===== src/rtl/regfile_ctrl_pkg.sv =====
// rtl/regfile_ctrl_pkg.sv - shared types and constants for the register-file write controller
package regfile_ctrl_pkg;

    typedef enum logic {
        FILL = 1'b0,
        RUN  = 1'b1
    } state_t;

    localparam logic REQ_WB   = 1'b0;
    localparam logic REQ_MC   = 1'b1;
    localparam int   ZERO_REG = 0;

endpackage


===== src/rtl/regfile_write_ctrl_rr_arb2.sv =====
// rtl/regfile_write_ctrl_rr_arb2.sv - two-input round-robin grant that owns the priority pointer
import regfile_ctrl_pkg::*;

module rr_arb2 (
    input  logic       clk,
    input  logic       rst_n,
    input  logic [1:0] valid,
    input  logic       en,
    output logic [1:0] gnt
);

    logic rr;

    always_comb begin
        gnt = 2'b00;
        if (en) begin
            case (valid)
                2'b01:   gnt = 2'b01;
                2'b10:   gnt = 2'b10;
                2'b11:   gnt = (rr == REQ_MC) ? 2'b10 : 2'b01;
                default: gnt = 2'b00;
            endcase
        end
    end

    // The pointer only moves on a contended, enabled cycle, so a lone requester never steals a turn.
    always_ff @(posedge clk or negedge rst_n) begin
        if (!rst_n) begin
            rr <= REQ_WB;
        end else if (en && (&valid)) begin
            rr <= ~rr;
        end
    end

endmodule


===== src/rtl/regfile_write_ctrl.sv =====
// rtl/regfile_write_ctrl.sv - shares the register-file write port between writeback and the multi-cycle unit
import regfile_ctrl_pkg::*;

module regfile_write_ctrl #(
    parameter int AWL = 5,
    parameter int DWL = 32
) (
    input  logic           clk,
    input  logic           rst_n,
    input  logic           clr,
    input  logic           req0_valid,
    input  logic [AWL-1:0] req0_addr,
    input  logic [DWL-1:0] req0_data,
    output logic           req0_ready,
    input  logic           req1_valid,
    input  logic [AWL-1:0] req1_addr,
    input  logic [DWL-1:0] req1_data,
    output logic           req1_ready,
    output logic           rf_wen,
    output logic [AWL-1:0] rf_wa,
    output logic [DWL-1:0] rf_wd,
    output logic           busy,
    output logic           last_gnt
);

    state_t         state;
    logic [AWL-1:0] cnt;
    logic [1:0]     gnt;
    logic           arb_en;
    logic           sel;
    logic [AWL-1:0] sel_addr;
    logic [DWL-1:0] sel_data;

    assign arb_en = (state == RUN) && !clr;

    rr_arb2 u_arb (
        .clk   (clk),
        .rst_n (rst_n),
        .valid ({req1_valid, req0_valid}),
        .en    (arb_en),
        .gnt   (gnt)
    );

    assign req0_ready = gnt[0];
    assign req1_ready = gnt[1];
    assign busy       = (state == FILL);

    assign sel      = gnt[1] ? REQ_MC : REQ_WB;
    assign sel_addr = gnt[1] ? req1_addr : req0_addr;
    assign sel_data = gnt[1] ? req1_data : req0_data;

    // Distributed RAM has no reset, so every register except $0 is walked to zero first.
    always_ff @(posedge clk or negedge rst_n) begin
        if (!rst_n) begin
            state    <= FILL;
            cnt      <= AWL'(1);
            rf_wen   <= 1'b0;
            rf_wa    <= '0;
            rf_wd    <= '0;
            last_gnt <= REQ_WB;
        end else if (clr) begin
            state  <= FILL;
            cnt    <= AWL'(1);
            rf_wen <= 1'b0;
        end else if (state == FILL) begin
            rf_wen <= 1'b1;
            rf_wa  <= cnt;
            rf_wd  <= '0;
            if (cnt == {AWL{1'b1}}) begin
                state <= RUN;
                cnt   <= AWL'(1);
            end else begin
                cnt <= cnt + AWL'(1);
            end
        end else if (|gnt) begin
            last_gnt <= sel;
            if (sel_addr != AWL'(ZERO_REG)) begin
                rf_wen <= 1'b1;
                rf_wa  <= sel_addr;
                rf_wd  <= sel_data;
            end else begin
                rf_wen <= 1'b0;
            end
        end else begin
            rf_wen <= 1'b0;
        end
    end

endmodule


===== config.mk =====
export PLATFORM = sky130hd
export DESIGN_NAME = regfile_write_ctrl
export DESIGN_NICKNAME = d
export VERILOG_FILES = /design/src/rtl/regfile_ctrl_pkg.sv /design/src/rtl/regfile_write_ctrl_rr_arb2.sv /design/src/rtl/regfile_write_ctrl.sv
export SDC_FILE = /design/constraint.sdc
export NUM_CORES = 1
export LEC_CHECK = 0
export CORE_MARGIN = 2
export CORE_UTILIZATION = 41
export CTS_CLUSTER_SIZE = 14
export DETAILED_ROUTE_END_ITERATION = 8
export PLACE_DENSITY = 0.81
export SKIP_CTS_REPAIR_TIMING = 1
export SLEW_MARGIN = 25
export SYNTH_ARGS = -nofsm -noshare
export SYNTH_HDL_FRONTEND = slang
export SYNTH_HIERARCHICAL = 1
export SYNTH_SLANG_ARGS = --single-unit

===== constraint.sdc =====
create_clock -name clk -period 2.85 [get_ports clk]
set_clock_uncertainty 0.1 [all_clocks]
set_input_delay 0.57 -clock clk [delete_from_list [all_inputs] [get_ports clk]]
set_output_delay 0.57 -clock clk [all_outputs]
set_load 0.05 [all_outputs]

==> flow_metrics.env, run 1 <==
export IMPL_r2r_start="state"
export IMPL_clkLatencyLatePin_ps=290
export IMPL_powerDensity_nw_per_um2=344
export IMPL_cts_buffers=5
export IMPL_grt_pass1_vias=2470
export IMPL_worstPathArrival_ps=2030
export IMPL_pin_count=121
export IMPL_synth_area_per_cell_um2=8.45
export IMPL_synth_seq_cells=46
export IMPL_cpPeakStageDelay_ps=430
export IMPL_async_flop_share=1.00
export IMPL_first_pass_iters=4
export IMPL_num_vias=2510
export IMPL_clk_pin_slew_ps=80
export IMPL_netlist_instances=295
export IMPL_register_area_um2=1150
export IMPL_place_area_um2=3840
export IMPL_htree_levels=2
export IMPL_critPathKind="in -> out"
export IMPL_multi_input_area_um2=1220
export IMPL_total_power_mw=1.36
export IMPL_cts_tree="done"
export IMPL_synth_edff_count=0
export IMPL_holdWs_ps=119
export IMPL_routedWlPerCell_um=14.7
export IMPL_rsz0062_at_grt="false"
export IMPL_die_w_um=82.0
export IMPL_viasPerCell=5.12
export IMPL_drive_above_1_share=0.116
export IMPL_peakVddDrop_mv=0.259
export IMPL_grt_max_degree=47
export IMPL_hold_viol_final=0
export IMPL_slew_viol_final=0
export IMPL_relSlewSlack=0.522
export IMPL_power_leakage_nw=1.59
export IMPL_status="finished clean"
export IMPL_start_util=0.423
export IMPL_synth_cell_types=34
export IMPL_cp_required_ps=2180
export IMPL_drc_errors=0
export IMPL_die_y_um=82.0
export IMPL_worstPathMaxFanout=35
export IMPL_finalWirelength_um=7210
export IMPL_postRouteAntennaNets=0
export IMPL_synthesis_nets=376
export IMPL_cp_top_family="buffers and inverters"
export IMPL_fin_crit_sh=0.947
export IMPL_setup_viol=0
export IMPL_reg2reg_slack_ps=570
export IMPL_ys_seq_area_frac=0.462
export IMPL_setup_tns_ps=0
export IMPL_core_area_um2=5890
export IMPL_drv_cap=0
export IMPL_row_count=28
export IMPL_io_buffers=120
export IMPL_crit_top_cell="buf_4"
export IMPL_dieArea_um2=6720
export IMPL_critical_path_slowest_cell="clkdlybuf4s50_1"
export IMPL_start_kind="input port"
export IMPL_dp_final_hpwl_um=5280
export IMPL_cp_num_buf_inv=4
export IMPL_worst_r2r_endpoint="rf_wd[25]"
export IMPL_antenna_found_initial=0
export IMPL_final_nets=495
export IMPL_fin_area_um2=3950
export IMPL_drtIter0Drc=88
export IMPL_grt_pass1_wl_um=11400
export IMPL_synthTopCellsByArea="dfrtp_1, nand2_1, a21oi_1"
export IMPL_grtUsageTotal=0.217
export IMPL_clk_path_buf_depth=2
export IMPL_fillers=490
export IMPL_netlist_area_leader_share=0.452
export IMPL_synthesis_area_um2=2490
export IMPL_yosys_area_top_type="dfrtp_1"
export IMPL_tightest_slew_ps=717
export IMPL_critPathCaptureType="primary output"
export IMPL_place_gp_congestion=0.826
export IMPL_cts_root_buf="clkbuf_8"
export IMPL_r2r_cells=10
export IMPL_grt_overflow=0
export IMPL_synthFlopType="dfrtp_1"
export IMPL_ys_warn_count=6
export IMPL_max_freq_mhz=371
export IMPL_n_antenna_cell=0
export IMPL_syn_to_final_growth_pct=58.6
export IMPL_period_needed_ps=2700
export IMPL_hold_class="in -> async"
export IMPL_crit_path_cell_trace="clkdlybuf4s50_1, nor2_2, buf_4, nand2_1, a21oi_4, buf_4, buf_12"
export IMPL_cts_sinks=46
-- stage by stage --
step / utilization / worst slack, ps / instances
2_1_floorplan: - / 7.29 / 295
3_3_place_gp: 0.650 / -372 / 480
3_5_place_dp: 0.652 / -293 / 481
4_1_cts: 0.670 / 26.8 / 489
5_1_grt: 0.672 / 48.7 / 490
6_report: 0.672 / 152 / 490
-- cells by family (layout without fill, tap and decap cells) --
logic type / Yosys count / count (layout) / synth area share
AO/OA/AOI/OAI: 86 / 86 / 0.225
XOR/XNOR: 1 / 1 / 0.00351
adder cells (fa/ha/maj): 2 / 2 / 0.0100
buffers and inverters: 26 / 146 / 0.0557
flip-flops: 46 / 46 / 0.462
multiplexers: 7 / 7 / 0.0306
AND/OR/NAND/NOR: 127 / 127 / 0.213
-- per-layer routing --
metal,wire length [µm],part of all wire,GRT usage
met2,3600,0.50,0.394
met5,0,0,0
met1,3120,0.43,0.262
met3,472,0.065,0.0549
met4,15,0.0021,0.0383
-- worst max path at each step --
stage                  to  depth (start not counted)  startpoint  slack, ps
5_1_grt        req0_ready                          7         clr         50
3_3_place_gp    rf_wd[16]                         10         clr       -370
3_5_place_dp    rf_wd[23]                         11         clr       -290
2_1_floorplan   rf_wd[10]                         11       state          7
6_report       req0_ready                          7         clr        150
4_1_cts         rf_wd[23]                         11         clr         30
-- synthesized netlist by cell type (2+ instances only) --
library cell,number
nand2_1,73
dfrtp_1,45
nor2_1,40
a21oi_1,37
o22ai_1,22
clkbuf_1,11
o22ai_2,11
o21ai_0,8
buf_2,6
a22oi_1,5
mux2_2,5
buf_6,4
buf_1,2
ha_1,2
inv_1,2
mux2i_1,2
nor3_1,2
nor3b_1,2
-- flip-flops by register name, indices dropped and copies added (netlist names) --
signal / count
cnt: 5
last_gnt: 1
rf_wa: 5
rf_wd: 32
rf_wen: 1
state: 1
u_arb/rr: 1
-- layout by cell type (no fill, tap or decap), types with 2 or more instances in the layout --
cell	Yosys	routed
clkdlybuf4s50_1	0	117
nand2_1	73	73
dfrtp_1	45	45
nor2_1	40	40
a21oi_1	37	35
o22ai_1	22	22
buf_4	1	13
o22ai_2	11	11
o21ai_0	8	8
mux2_2	5	5
a22oi_1	5	5
clkbuf_8	0	5
buf_12	0	4
inv_1	2	2
nor3b_1	2	2
nor3_1	2	2
mux2i_1	2	2
ha_1	2	2
clkbuf_1	11	2
a21oi_4	0	2
-- cell type report --
| type | instances | share of cell area |
|---|---|---|
| clock buffer | 7 | 0.0193 |
| clock inverter | 1 | 0.00760 |
| inverter | 2 | 0.00190 |
| multi-input combinational | 223 | 0.310 |
| sequential | 46 | 0.292 |
| tap | 75 | 0.0237 |
| timing repair buffer | 136 | 0.346 |
-- where the power goes --
group          internal [mW]  switching (mW)  total [mW]
Clock                  0.262           0.207       0.469
Combinational          0.124          0.0864       0.210
Sequential             0.667          0.0137       0.680
Total                   1.05           0.307        1.36
Note: power is estimated with default switching activity, not from simulation.
==> run 2: changes to the inputs <==
--- a/config.mk
+++ b/config.mk
@@ -9,6 +9,7 @@
 export CORE_UTILIZATION = 41
 export CTS_CLUSTER_SIZE = 14
 export DETAILED_ROUTE_END_ITERATION = 8
+export MAX_ROUTING_LAYER = met4
 export PLACE_DENSITY = 0.81
 export SKIP_CTS_REPAIR_TIMING = 1
 export SLEW_MARGIN = 25
@@ -16,3 +17,4 @@
 export SYNTH_HDL_FRONTEND = slang
 export SYNTH_HIERARCHICAL = 1
 export SYNTH_SLANG_ARGS = --single-unit
+export TNS_END_PERCENT = 50
==> run 2 against run 1 <==
Flip-flop and latch count unchanged. Clock power up 1%. Die area unchanged. Largest cell class unchanged. Routed wire length up 0.17%. First-iteration DRC count up 2.3%. Via count up 0.48%. Critical endpoint unchanged. Hold slack worse by 1.9 ps. Total power up 0.40%.
==> flow_metrics.env, run 2 (synthesized netlist as in run 1, its figures left out) <==
export IMPL_status="finished clean"
export IMPL_routedWlPerCell_um=14.7
export IMPL_finalWirelength_um=7230
export IMPL_cp_depth=7
export IMPL_drv_cap=0
export IMPL_viasPerCell=5.15
export IMPL_cp_num_buf_inv=4
export IMPL_antenna_found_initial=0
export IMPL_startpoint="clr"
export IMPL_top_regs="rf_wd (32), cnt (5), rf_wa (5)"
export IMPL_cp_top_family="buffers and inverters"
export IMPL_start_kind="input port"
export IMPL_relSlewSlack=0.520
export IMPL_crit_path_cell_trace="clkdlybuf4s50_1, nor2_2, buf_4, nand2_1, a21oi_4, buf_4, buf_12"
export IMPL_htree_levels=2
export IMPL_powerDensity_nw_per_um2=345
export IMPL_critPathKind="in -> out"
export IMPL_place_gp_congestion=0.839
export IMPL_final_nets=495
export IMPL_setup_ws_ps=148
export IMPL_n_antenna_cell=0
export IMPL_io_buffers=120
export IMPL_rsz0062_at_grt="false"
export IMPL_row_count=28
export IMPL_postRouteAntennaNets=0
export IMPL_clk_pin_slew_ps=80
export IMPL_period_needed_ps=2700
export IMPL_drive_above_1_share=0.116
export IMPL_r2r_start="state"
export IMPL_grt_overflow=0
export IMPL_cp_required_ps=2180
export IMPL_post_place_ws_ps=-293
export IMPL_cts_tree="done"
export IMPL_most_common_layout_cells="clkdlybuf4s50_1, nand2_1, dfrtp_1"
export IMPL_setup_viol=0
export IMPL_tightest_slew_ps=720
export IMPL_grt_pass1_vias=2466
export IMPL_die_y_um=82.0
export IMPL_clk_path_buf_depth=2
export IMPL_grt_pass1_wl_um=11400
export IMPL_drc_errors=0
export IMPL_crit_top_cell="buf_4"
export IMPL_core_area_um2=5890
export IMPL_critPathCaptureType="primary output"
export IMPL_fin_util=0.672
export IMPL_mostFrequentLayoutCell="clkdlybuf4s50_1"
export IMPL_die_w_um=82.0
export IMPL_max_freq_mhz=370
export IMPL_grt_max_degree=47
export IMPL_num_vias=2522
export IMPL_slew_viol_final=0
export IMPL_start_util=0.423
export IMPL_pin_count=121
export IMPL_dp_final_hpwl_um=5280
export IMPL_reg2reg_slack_ps=560
export IMPL_top_register="rf_wd"
export IMPL_fin_crit_sh=0.948
export IMPL_critical_path_slowest_cell="clkdlybuf4s50_1"
export IMPL_power_leakage_nw=1.59
export IMPL_fillers=490
export IMPL_grtUsageTotal=0.224
export IMPL_syn_to_final_growth_pct=58.6
export IMPL_cts_root_buf="clkbuf_8"
export IMPL_worst_r2r_endpoint="rf_wd[20]"
export IMPL_dieArea_um2=6720
export IMPL_largest_reg_flops=32
export IMPL_hold_viol_final=0
export IMPL_drtIter0Drc=90
export IMPL_r2r_cells=10
export IMPL_worstPathArrival_ps=2030
export IMPL_total_power_mw=1.36
export IMPL_endpoint="req0_ready"
export IMPL_cpPeakStageDelay_ps=430
export IMPL_peakVddDrop_mv=0.259
export IMPL_clkLatencyLatePin_ps=290
export IMPL_worstPathMaxFanout=35
export IMPL_cts_buffers=5
export IMPL_hold_class="in -> async"
export IMPL_first_pass_iters=4
export IMPL_cts_sinks=46
[run 2: cell counts in the layout (fill, tap and decap cells not counted)]
Identical to the previous run, type by type.
[run 2: how the worst min path moves through the flow]
stage | endpoint | depth (start not counted)
after floorplan | cnt[1] | 0
after global placement | last_gnt | 1
after detailed placement | last_gnt | 1
after CTS | rf_wd[25] | 1
after global routing | rf_wd[25] | 1
final | rf_wd[25] | 1
[run 2: final cells by class]
cell class / count / area, µm² / area share
clock inverters: 1 / 30.0 / 0.00760
flip-flops and latches: 46 / 1150 / 0.292
multi-input cells: 223 / 1220 / 0.310
clock buffers: 7 / 76.3 / 0.0193
well taps: 75 / 93.8 / 0.0237
repair buffers: 136 / 1370 / 0.346
inverters: 2 / 7.51 / 0.00190
[run 2: per-layer routing]
layer / wire length [µm] / up-vias / GRT usage / share of wire
met5: 0 / - / - / 0
met4: 15 / 0 / 0.0383 / 0.0021
met3: 448 / 2 / 0.0516 / 0.062
met2: 3630 / 92 / 0.394 / 0.50
met1: 3140 / 1169 / 0.265 / 0.43
li1: - / 1259 / - / -
[run 2: power breakdown]
part | total [mW] | leakage [nW] | internal (mW) | switching, mW
clock network | 0.474 | 0.0524 | 0.263 | 0.212
logic | 0.210 | 0.911 | 0.124 | 0.0864
registers | 0.680 | 0.630 | 0.667 | 0.0139
total | 1.36 | 1.59 | 1.05 | 0.312
[run 2: worst register-to-register path, delay by kind of cell, from the launching register on]
kind	cells	cell delay [ps]
buf+inv	3	480
compound gates	3	530
simple gates	4	710
flops	1	350
[run 2: through the flow]
stage          setup TNS (ps)  instances  instance area [µm²]  hold WS (ps)
5_1_grt                     0        490                 3950           134
3_5_place_dp            -6240        481                 3840           407
4_1_cts                     0        489                 3950           118
6_report                    0        490                 3950           117
3_3_place_gp           -11200        480                 3820           391
2_1_floorplan               0        295                 2500           174
==> run 3: changes to the inputs <==
--- a/config.mk
+++ b/config.mk
@@ -11,6 +11,7 @@
 export DETAILED_ROUTE_END_ITERATION = 8
 export MAX_ROUTING_LAYER = met4
 export PLACE_DENSITY = 0.81
+export SETUP_SLACK_MARGIN = 0.5
 export SKIP_CTS_REPAIR_TIMING = 1
 export SLEW_MARGIN = 25
 export SYNTH_ARGS = -nofsm -noshare
==> run 3 against run 2 <==
Utilization grew 1.3 points. Routed wire length is 2.4% lower. Sequential power hardly changed. Sequential share of layout area is 0.55 points lower. Non-clock buffer count unchanged. Worst setup slack improved by 500 ps.
==> flow_metrics.env, run 3 (synthesized netlist as in run 1, its figures left out) <==
export IMPL_antenna_found_initial=0
export IMPL_grt_pass1_wl_um=10400
export IMPL_status="finished clean"
export IMPL_first_pass_iters=4
export IMPL_holdWs_ps=167
export IMPL_reg2reg_slack_ps=650
export IMPL_drv_cap=0
export IMPL_worst_r2r_endpoint="rf_wa[4]"
export IMPL_grt_pass1_vias=2326
export IMPL_r2r_cells=11
export IMPL_dp_final_hpwl_um=5000
export IMPL_cp_required_ps=2950
export IMPL_cts_sinks=46
export IMPL_fin_crit_sh=0.773
export IMPL_r2r_start="state"
export IMPL_drtIter0Drc=95
export IMPL_worstPathMaxFanout=19
export IMPL_grt_max_degree=47
export IMPL_viasPerCell=5.13
export IMPL_worstPathArrival_ps=2310
export IMPL_grt_overflow=0
export IMPL_post_place_ws_ps=76.7
export IMPL_setup_tns_ps=0
export IMPL_io_buffers=120
export IMPL_finalWirelength_um=7060
export IMPL_hold_viol_final=0
export IMPL_top_regs="rf_wd (32), cnt (5), rf_wa (5)"
export IMPL_total_power_mw=1.29
export IMPL_critPathCaptureType="register"
export IMPL_die_w_um=82.0
export IMPL_tightest_slew_ps=706
export IMPL_rsz0062_at_grt="false"
export IMPL_setup_viol=0
export IMPL_drc_errors=0
export IMPL_start_util=0.423
export IMPL_hold_class="in -> async"
export IMPL_final_nets=495
export IMPL_grtUsageTotal=0.203
export IMPL_period_needed_ps=2200
export IMPL_register_area_um2=1150
export IMPL_core_area_um2=5890
export IMPL_cp_top_family="buffers and inverters"
export IMPL_htree_levels=2
export IMPL_largest_reg_flops=32
export IMPL_relSlewSlack=0.529
export IMPL_powerDensity_nw_per_um2=320
export IMPL_syn_to_final_growth_pct=61.6
export IMPL_peakVddDrop_mv=0.213
export IMPL_crit_path_cell_trace="clkinvlp_4, nor2_4, nand2_2, a21oi_4, buf_12, nor3b_4, o22ai_2, nor3b_4, buf_4, buf_12, o21ai_0"
export IMPL_critical_path_slowest_cell="dfrtp_1"
export IMPL_cts_root_buf="clkbuf_8"
export IMPL_clk_pin_slew_ps=80
export IMPL_cts_tree="done"
export IMPL_dieArea_um2=6720
export IMPL_die_y_um=82.0
export IMPL_cts_buffers=5
export IMPL_cpPeakStageDelay_ps=400
export IMPL_row_count=28
export IMPL_multi_input_area_um2=1270
export IMPL_slew_viol_final=0
export IMPL_routedWlPerCell_um=14.4
export IMPL_top_register="rf_wd"
export IMPL_num_vias=2516
export IMPL_place_gp_congestion=0.858
export IMPL_start_kind="register"
export IMPL_max_freq_mhz=454
export IMPL_cp_num_buf_inv=4
export IMPL_power_leakage_nw=1.64
export IMPL_postRouteAntennaNets=0
export IMPL_critPathKind="reg -> reg"
export IMPL_clk_path_buf_depth=2
export IMPL_mostFrequentLayoutCell="clkdlybuf4s50_1"
export IMPL_fillers=481
export IMPL_pin_count=121
export IMPL_setup_ws_ps=647
export IMPL_most_common_layout_cells="clkdlybuf4s50_1, nand2_1, dfrtp_1"
export IMPL_n_antenna_cell=0
export IMPL_clkLatencyLatePin_ps=290
export IMPL_drive_above_1_share=0.133
==> run 3: cell types whose count changed in the layout (fill, tap and decap cells not counted), sizes merged <==
cell	before	now
buf	19	18
bufinv	1	0
clkbuf	7	8
clkdlybuf4s50	117	113
clkinv	0	1
clkinvlp	0	1
dlymetal6s2s	0	4
inv	2	1
==> run 3: through the flow <==
| step | instance area (µm²) | cells | util |
|---|---|---|---|
| floorplan | 2530 | 295 | - |
| global placement | 3820 | 476 | 0.649 |
| detailed placement | 3820 | 476 | 0.649 |
| CTS | 3910 | 484 | 0.664 |
| global route | 4030 | 490 | 0.685 |
| finish | 4030 | 490 | 0.685 |
==> run 3: layer usage <==
metal	vias to the layer above	GRT usage	part of all wire
li1	1260	-	-
met2	89	0.356	0.50
met5	-	-	0
met4	0	0.0300	0.0017
met1	1165	0.245	0.42
met3	2	0.0462	0.079
==> run 3: where the power goes <==
part	leakage (nW)	switching, mW	internal, mW
logic	0.958	0.0873	0.123
registers	0.630	0.0149	0.667
clock network	0.0482	0.203	0.196
total	1.64	0.306	0.985
==> run 3: final cells by class <==
cell class | instances | area share
timing repair buffer | 136 | 0.350
clock buffer | 7 | 0.0214
inverter | 2 | 0.00280
clock inverter | 1 | 0.00124
tap | 75 | 0.0233
multi-input combinational | 223 | 0.315
sequential | 46 | 0.286
==> run 3: how the worst max path moves through the flow <==
| stage | start | to | slack [ps] | depth (start not counted) |
|---|---|---|---|---|
| 3_5_place_dp | req1_valid | rf_wa[4] | 80 | 9 |
| 4_1_cts | req1_valid | rf_wa[4] | 400 | 9 |
| 2_1_floorplan | state | rf_wd[10] | 220 | 11 |
| 3_3_place_gp | clr | rf_wa[0] | 160 | 9 |
| 6_report | state | rf_wa[4] | 650 | 11 |
| 5_1_grt | state | rf_wa[0] | 560 | 11 |
